<file path="src/rtl/dma_mem_responder.sv">
// dma_mem_responder: arbitrates a single RAM port between ANTIC DMA fetches and CPU accesses.
// DMA (halt_L low) always wins over a CPU access that has not started yet. The CPU is held
// through RDY_L while DMA owns the bus. A DMA fetch with no mem_ack is aborted after MAX_WAIT cycles.
// Ports: phi2/RST are the clock and the async reset. halt_L and address form the ANTIC request.
// cpu_* is the CPU request/response. mem_* is the RAM port. DB_out/DB_oe drive the ANTIC data bus.
// RDY_L halts the CPU. dma_err and dma_count report DMA status.
module dma_mem_responder #(
  parameter int MAX_WAIT = 8
) (
  input  logic        phi2,
  input  logic        RST,
  input  logic        halt_L,
  input  logic [15:0] address,
  input  logic        cpu_req,
  input  logic        cpu_RW,
  input  logic [15:0] cpu_addr,
  input  logic [7:0]  cpu_wdata,
  input  logic [7:0]  mem_rdata,
  input  logic        mem_ack,
  output logic        mem_en,
  output logic        mem_we,
  output logic [15:0] mem_addr,
  output logic [7:0]  mem_wdata,
  output logic [7:0]  DB_out,
  output logic        DB_oe,
  output logic [7:0]  cpu_rdata,
  output logic        cpu_rdy,
  output logic        RDY_L,
  output logic        dma_err,
  output logic [15:0] dma_count
);

  typedef enum logic [1:0] {IDLE, CPU_ACC, DMA_ACC, DMA_HOLD} state_t;

  localparam int WW = (MAX_WAIT > 1) ? $clog2(MAX_WAIT) : 1;
  // Value the wait counter holds during the last permitted DMA_ACC cycle.
  localparam logic [WW-1:0] WAIT_LAST = WW'(MAX_WAIT - 1);

  state_t        state;
  logic [WW-1:0] wait_cnt;

  always_ff @(posedge phi2 or posedge RST) begin
    if (RST) begin
      state     <= IDLE;
      mem_en    <= 1'b0;
      mem_we    <= 1'b0;
      mem_addr  <= 16'h0000;
      mem_wdata <= 8'h00;
      DB_out    <= 8'h00;
      DB_oe     <= 1'b0;
      cpu_rdata <= 8'h00;
      cpu_rdy   <= 1'b0;
      dma_err   <= 1'b0;
      dma_count <= 16'h0000;
      wait_cnt  <= '0;
    end else begin
      // cpu_rdy and dma_err are single-cycle pulses.
      cpu_rdy <= 1'b0;
      dma_err <= 1'b0;
      case (state)
        IDLE: begin
          if (!halt_L) begin
            state    <= DMA_ACC;
            mem_addr <= address;
            mem_en   <= 1'b1;
            mem_we   <= 1'b0;
            wait_cnt <= '0;
          end else if (cpu_req) begin
            state     <= CPU_ACC;
            mem_addr  <= cpu_addr;
            mem_wdata <= cpu_wdata;
            mem_we    <= ~cpu_RW;
            mem_en    <= 1'b1;
          end
        end
        CPU_ACC: begin
          // No timeout here. A halt_L falling edge waits for this access to finish.
          if (mem_ack) begin
            mem_en  <= 1'b0;
            mem_we  <= 1'b0;
            cpu_rdy <= 1'b1;
            // The registered direction is used, so a late change on cpu_RW cannot corrupt a write.
            if (!mem_we) cpu_rdata <= mem_rdata;
            state <= IDLE;
          end
        end
        DMA_ACC: begin
          // An ack in the final wait cycle is checked first, so real data wins over the timeout.
          if (mem_ack) begin
            DB_out    <= mem_rdata;
            DB_oe     <= 1'b1;
            mem_en    <= 1'b0;
            dma_count <= dma_count + 16'd1;
            state     <= DMA_HOLD;
          end else if (wait_cnt == WAIT_LAST) begin
            DB_out    <= 8'hFF;
            DB_oe     <= 1'b1;
            dma_err   <= 1'b1;
            mem_en    <= 1'b0;
            dma_count <= dma_count + 16'd1;
            state     <= DMA_HOLD;
          end else begin
            wait_cnt <= wait_cnt + 1'b1;
          end
        end
        DMA_HOLD: begin
          DB_oe <= 1'b0;
          if (!halt_L) begin
            // Back-to-back fetch. IDLE is skipped, so ANTIC loses no cycle.
            state    <= DMA_ACC;
            mem_addr <= address;
            mem_en   <= 1'b1;
            mem_we   <= 1'b0;
            wait_cnt <= '0;
          end else begin
            state <= IDLE;
          end
        end
        default: state <= IDLE;
      endcase
    end
  end

  // This path is combinational from halt_L, so the CPU stops in the same cycle that ANTIC asks.
  assign RDY_L = halt_L && (state != DMA_ACC) && (state != DMA_HOLD);

endmodule

</file>
<file path="config.mk">
export PLATFORM = sky130hd
export DESIGN_NAME = dma_mem_responder
export DESIGN_NICKNAME = d
export VERILOG_FILES = /design/src/rtl/dma_mem_responder.sv
export SDC_FILE = /design/constraint.sdc
export NUM_CORES = 1
export LEC_CHECK = 0
export ABC_CLOCK_PERIOD_IN_PS = 2300
export CORE_MARGIN = 2
export CORE_UTILIZATION = 43
export DETAILED_ROUTE_END_ITERATION = 12
export MAX_ROUTING_LAYER = met4
export PLACE_DENSITY = 0.8
export SLEW_MARGIN = 20
export SYNTH_ARGS = -nofsm -noshare
export SYNTH_HDL_FRONTEND = slang
export SYNTH_SLANG_ARGS = --single-unit
export TNS_END_PERCENT = 100
</file>
<file path="constraint.sdc">
create_clock -name phi2 -period 2.3 [get_ports phi2]
set_input_delay 0.46 -clock phi2 [delete_from_list [all_inputs] [get_ports phi2]]
set_output_delay 0.46 -clock phi2 [all_outputs]
set_load 0.01 [all_outputs]
</file>
# Word-level counts from Yosys, hierarchy flattened
# Cells that the tools add are included.
# op_classes
addsub,2
eq_ne,13
muxes,38
bitwise_logic,2
n_reduce_logical,18
# op_table
cell,count
16-bit 2-to-1 mux,5
16-bit one-hot mux with 2 select lines,1
16-bit by 1-bit adder with 16-bit output (second input constant),1
1-bit 2-to-1 mux,16
8-bit 2-to-1 mux,2
2-bit inequality test (second input constant),7
2-bit 2-to-1 mux,6
3-bit AND reduction,4
4-bit AND reduction,3
3-bit 2-to-1 mux,3
2-bit one-hot mux with 4 select lines,1
2-bit nonzero test,4
3-bit inequality test (second input constant),2
3-bit one-hot mux with 2 select lines,1
2-bit == test (second input constant),2
1-bit one-hot mux with 4 select lines,1
2-bit AND reduction,2
3-bit by 1-bit adder with 3-bit output (second input constant),1
3-bit == test (second input constant),1
1-bit one-hot mux with 3 select lines,1
3-bit nonzero test,1
2-bit by 1-bit == test with 1-bit output (second input constant),1
1-bit logical AND,2
2-bit logical NOT,1
3 further kinds,4
# word_totals
ff_bits,66
wordCells,85

# Depth between registers and ports, before layout
# Gate-level depths: netlist (run 1).
# logic_depth
ltp_word,4
ltp_mapped,7
depth_no_buf,6

# Least setup slack after synthesis (run 1)
# No wires, ideal clock.
# synth_timing
kind,reg2out
startpoint,reg state[0]
endpoint,out RDY_L
t_arrival_ns,1.253
path_slack_ns,0.587
path_stages_with_launch,6
path_buffers,2
path_cell_list,dfrtp_1 -> ha_1 -> nand2b_1 -> buf_2 -> buf_2 -> nor2_1
# synth_between
elab_chain_cells,3
elab_cells_between_ends,4
cone_classes,2 x eq/ne; 2 x reduce/logical
# synth_lines
item,line_no,text
"start, declared",39,state_t state;
"start signal, assigned",44,state <= IDLE;
"start signal, assigned",63,state <= DMA_ACC;
"start signal, assigned",69,state <= CPU_ACC;
2-bit inequality test,125,assign RDY_L = halt_L && (state != DMA_ACC) && (state != DMA_HOLD);
1-bit logical AND,125,
1-bit logical AND (*),125,
"end, declared",28,"output logic RDY_L,"
# Mark *: on every way between the ends. The rest lies on a longest branch, timed or not.

# Worst setup path in the final report (run 1)
# layout_timing
startpoint,reg state[0]
endpoint,reg state[1]
# layout_between
elab_chain_cells,3
elab_cells_between_ends,9
cone_classes,6 x eq/ne; 1 x mux; 2 x reduce/logical
# layout_lines
item,line_no,text
"2-bit == test, or another cell as far along",60,case (state)
3-bit inequality test (no line) / 2-bit inequality test (equally long branches),--,
3-bit AND reduction (no line),--,
# Several ways; a longest one is shown, not always the timed one.
# A chain may end at the register's enable or synchronous reset.

==> flow_summary.json, run 1 <==
{
  "grt_max_degree": 67,
  "p_comb_share_pct": 46.2,
  "final_cell_count_no_fill": 468,
  "async_flop_share_pct": 100.0,
  "ioPinCount": 116,
  "vias": 2354,
  "cts_made_buffers": 9,
  "path_max_fanout": 10,
  "tightest_slew_ps": 518.2,
  "power.switching_mw": 1.716,
  "p_leak_nw": 1.882,
  "skew_ps": 8.692,
  "ys_seq_elements": 66,
  "wl_per_cell_um": 14.21,
  "die_y_um": 85.88,
  "initial_utilization_pct": 44.89,
  "cts_root_buffer": "clkbuf_8",
  "pre_cts_slack_ps": 210.6,
  "endpoint_kind": "flop",
  "p_clk_share_pct": 16.6,
  "maxSlewViolCount": 0,
  "rsz0062_at_grt": "no",
  "hold_depth": 1,
  "cts_tree": "built",
  "p_seq_share_pct": 37.3,
  "portBuffers": 115,
  "drive_gt1_share_pct": 12.28,
  "n_antenna_cell": 0,
  "vdd_drop_max_v": 0.0006372,
  "fp.coreArea_mm2": 0.006422,
  "synth_top_flop_cell": "dfrtp_1",
  "drc": 0,
  "slew-limit-headroom_pct": 65.38,
  "syn_to_final_growth_pct": 50.13,
  "hpwl_um": 4846,
  "vias_per_cell": 5.030,
  "final_antenna_net_count": 0,
  "cap_violations": 0,
  "top_layer_used": "met4",
  "die_area_mm2": 0.007375,
  "period_share_pct": 87.72,
  "cts_hold_buf": 0,
  "cts_setup_buffers": 0,
  "hold_path_class": "flop to flop",
  "yosysWarnings": 0,
  "setup_slack_ps": 282.5,
  "clkSlewWorstSetupHoldPaths_ps": 70,
  "worstHoldStart": "dma_count[15]",
  "antenna_found_initial": 0,
  "status": "finished clean",
  "min_period_ps": 2017,
  "syn_area_per_cell_um2": 11.00,
  "syn_nets": 323,
  "clock_latency_ps": 330,
  "synthesis.area_mm2": 0.002883,
  "wl_met3_um": 273,
  "reg2reg_slack_ps": 280,
  "synth.distinct_cells": 34,
  "crit_path_start_kind": "flop",
  "place_congestion": 0.7685,
  "timing.fmax_mhz": 495.7,
  "drt_iter0_drc": 89,
  "row_count": 29,
  "p_int_mw": 3.343,
  "die_w_um": 85.88,
  "yosysSeqAreaShare_pct": 57.29,
  "worst_r2r_path_depth": 7,
  "htree_levels": 3,
  "synth-edff-count": 0,
  "firstDrtPassIters": 6,
  "cp_data_required_time_ps": 2520,
  "met2_length_um": 3327,
  "ctsResizeCount": 1,
  "place_inst": 452,
  "swShare_pct": 33.92,
  "numClockSinks": 66,
  "synth_cells": 262,
  "routed_wl_um": 6652,
  "grt_pass1_wl_um": 10980,
  "arrival_ps": 2230,
  "crit-reg2reg-launch": "state[0]",
  "holdPathEnd": "dma_count[15]",
  "overflow": 0,
  "tns_ps": 0,
  "pwr_density_cell_mw_per_mm2": 1169,
  "hold_viol": 0,
  "first_global_vias": 2315,
  "clockBufferDepth": 2,
  "track_usage_pct": 19.57,
  "critical_path_class": "flop to flop",
  "nets": 447,
  "fill_cells": 517,
  "finalSetupViolCount": 0,
  "wl_met1_um": 2957,
  "r2r_end": "state[1]"
}
==> metrics by stage <==
stage          area (um2)  hold slack, ps  util (%)  power [mW]
2_1_floorplan        2883           500.0         -       3.046
3_3_place_gp         4153           461.0     64.66       4.190
3_5_place_dp         4153           474.4     64.66       4.260
4_1_cts              4325           483.7     67.35       5.110
5_1_grt              4328           499.6     67.39       5.392
6_report             4328           475.0     67.39       5.059
==> cell usage in the layout, fill, tap and decap left out, drive strengths merged, types with 4 or more instances in the layout <==
cell type      instances
a31oi                 17
buf                    7
clkbuf                10
clkdlybuf4s50        114
clkinv                 5
dfrtp                 66
ha                     7
inv                    8
mux2                  18
nand2                 46
nand2b                 5
nand3                  6
nor2                  24
o21ai                  8
o22a                   8
xnor2                 11
xor2                   4
==> Yosys cell counts (5+ instances only) <==
| master | n | area, um2 |
|---|---|---|
| a31oi_1 | 17 | 106.4 |
| buf_2 | 7 | 35.03 |
| dfrtp_1 | 66 | 1652 |
| ha_1 | 7 | 87.58 |
| inv_1 | 8 | 30.03 |
| mux2_2 | 18 | 202.7 |
| nand2_1 | 46 | 172.7 |
| nand2b_1 | 5 | 31.28 |
| nand3_1 | 6 | 30.03 |
| nor2_1 | 23 | 86.33 |
| o21ai_0 | 7 | 35.03 |
| o22a_1 | 8 | 70.07 |
| xnor2_1 | 11 | 96.34 |
==> state kept, by name, summed over array words and instances, names as in the netlist <==
signal and flops:
wait_cnt 3, state 2, mem_addr 16, mem_we 1, cpu_rdy 1, DB_oe 1, dma_count 16, DB_out 8
cpu_rdata 8, dma_err 1, mem_wdata 8, mem_en 1
==> metal layers <==
layer / vias to the layer above / track usage [%]
met4: 0 / 7.359
met5: - / -
met2: 67 / 30.94
met3: 9 / 4.139
met1: 1127 / 24.83
li1: 1151 / -
==> power by group through the flow <==
stage	combinational [mW]	sequential [mW]	clock, mW
after CTS	2.37	1.89	0.855
after global placement	2.31	1.88	0
after floorplan	0.971	2.08	0
after detailed placement	2.35	1.91	0
after global routing	2.53	1.95	0.915
final	2.34	1.88	0.838
==> logic make-up (layout without fill, tap and decap cells) <==
group | Yosys count | in the layout | synth area share [%]
adders and majority gates | 7 | 7 | 3.038
AOI/OAI and AO/OA | 43 | 43 | 10.20
DFF | 66 | 66 | 57.29
muxes | 19 | 19 | 7.378
xor gates and xnor gates | 15 | 15 | 4.557
and+or+nand+nor | 95 | 95 | 14.89
buffers and inverters | 17 | 146 | 2.647
==> worst max path at each step <==
stage                     startpoint  endpoint  slack (ps)
after global placement        halt_L     RDY_L         210
after CTS                   state[1]     RDY_L          40
after detailed placement      halt_L     RDY_L         210
after global routing        state[0]  state[1]         190
final                       state[0]  state[1]         280
after floorplan                  RST     DB_oe         190
==> layout make-up <==
cell class,count,area [um2],share of cell area [%]
clock buffer,10,137.6,3.180
clock inverter,6,32.53,0.7517
inverter,8,30.03,0.6938
multi-input combinational,179,1161,26.83
sequential,66,1652,38.16
tap,77,96.34,2.226
timing repair buffer,122,1219,28.16
==> worst max-delay path, stage by stage (launching register included) <==
cell and delay, ps:
dfrtp_1 380, inv_1 100, ha_1 260, buf_4 190, nor2b_1 130, o21bai_1 350
o21ai_0 190, mux2_2 300
No activity file was read; power rests on OpenSTA's default activity.
==> run 2, diff against run 1 <==
--- a/config.mk
+++ b/config.mk
@@ -11,6 +11,8 @@
 export DETAILED_ROUTE_END_ITERATION = 12
 export MAX_ROUTING_LAYER = met4
 export PLACE_DENSITY = 0.8
+export SKIP_CTS_REPAIR_TIMING = 1
+export SKIP_LAST_GASP = 1
 export SLEW_MARGIN = 20
 export SYNTH_ARGS = -nofsm -noshare
 export SYNTH_HDL_FRONTEND = slang
==> results of run 2 <==
The final DEF is identical to that of run 1; final timing and power are the same.
Among the figures that moved: via count of the first global-routing pass 2315 -> 2312
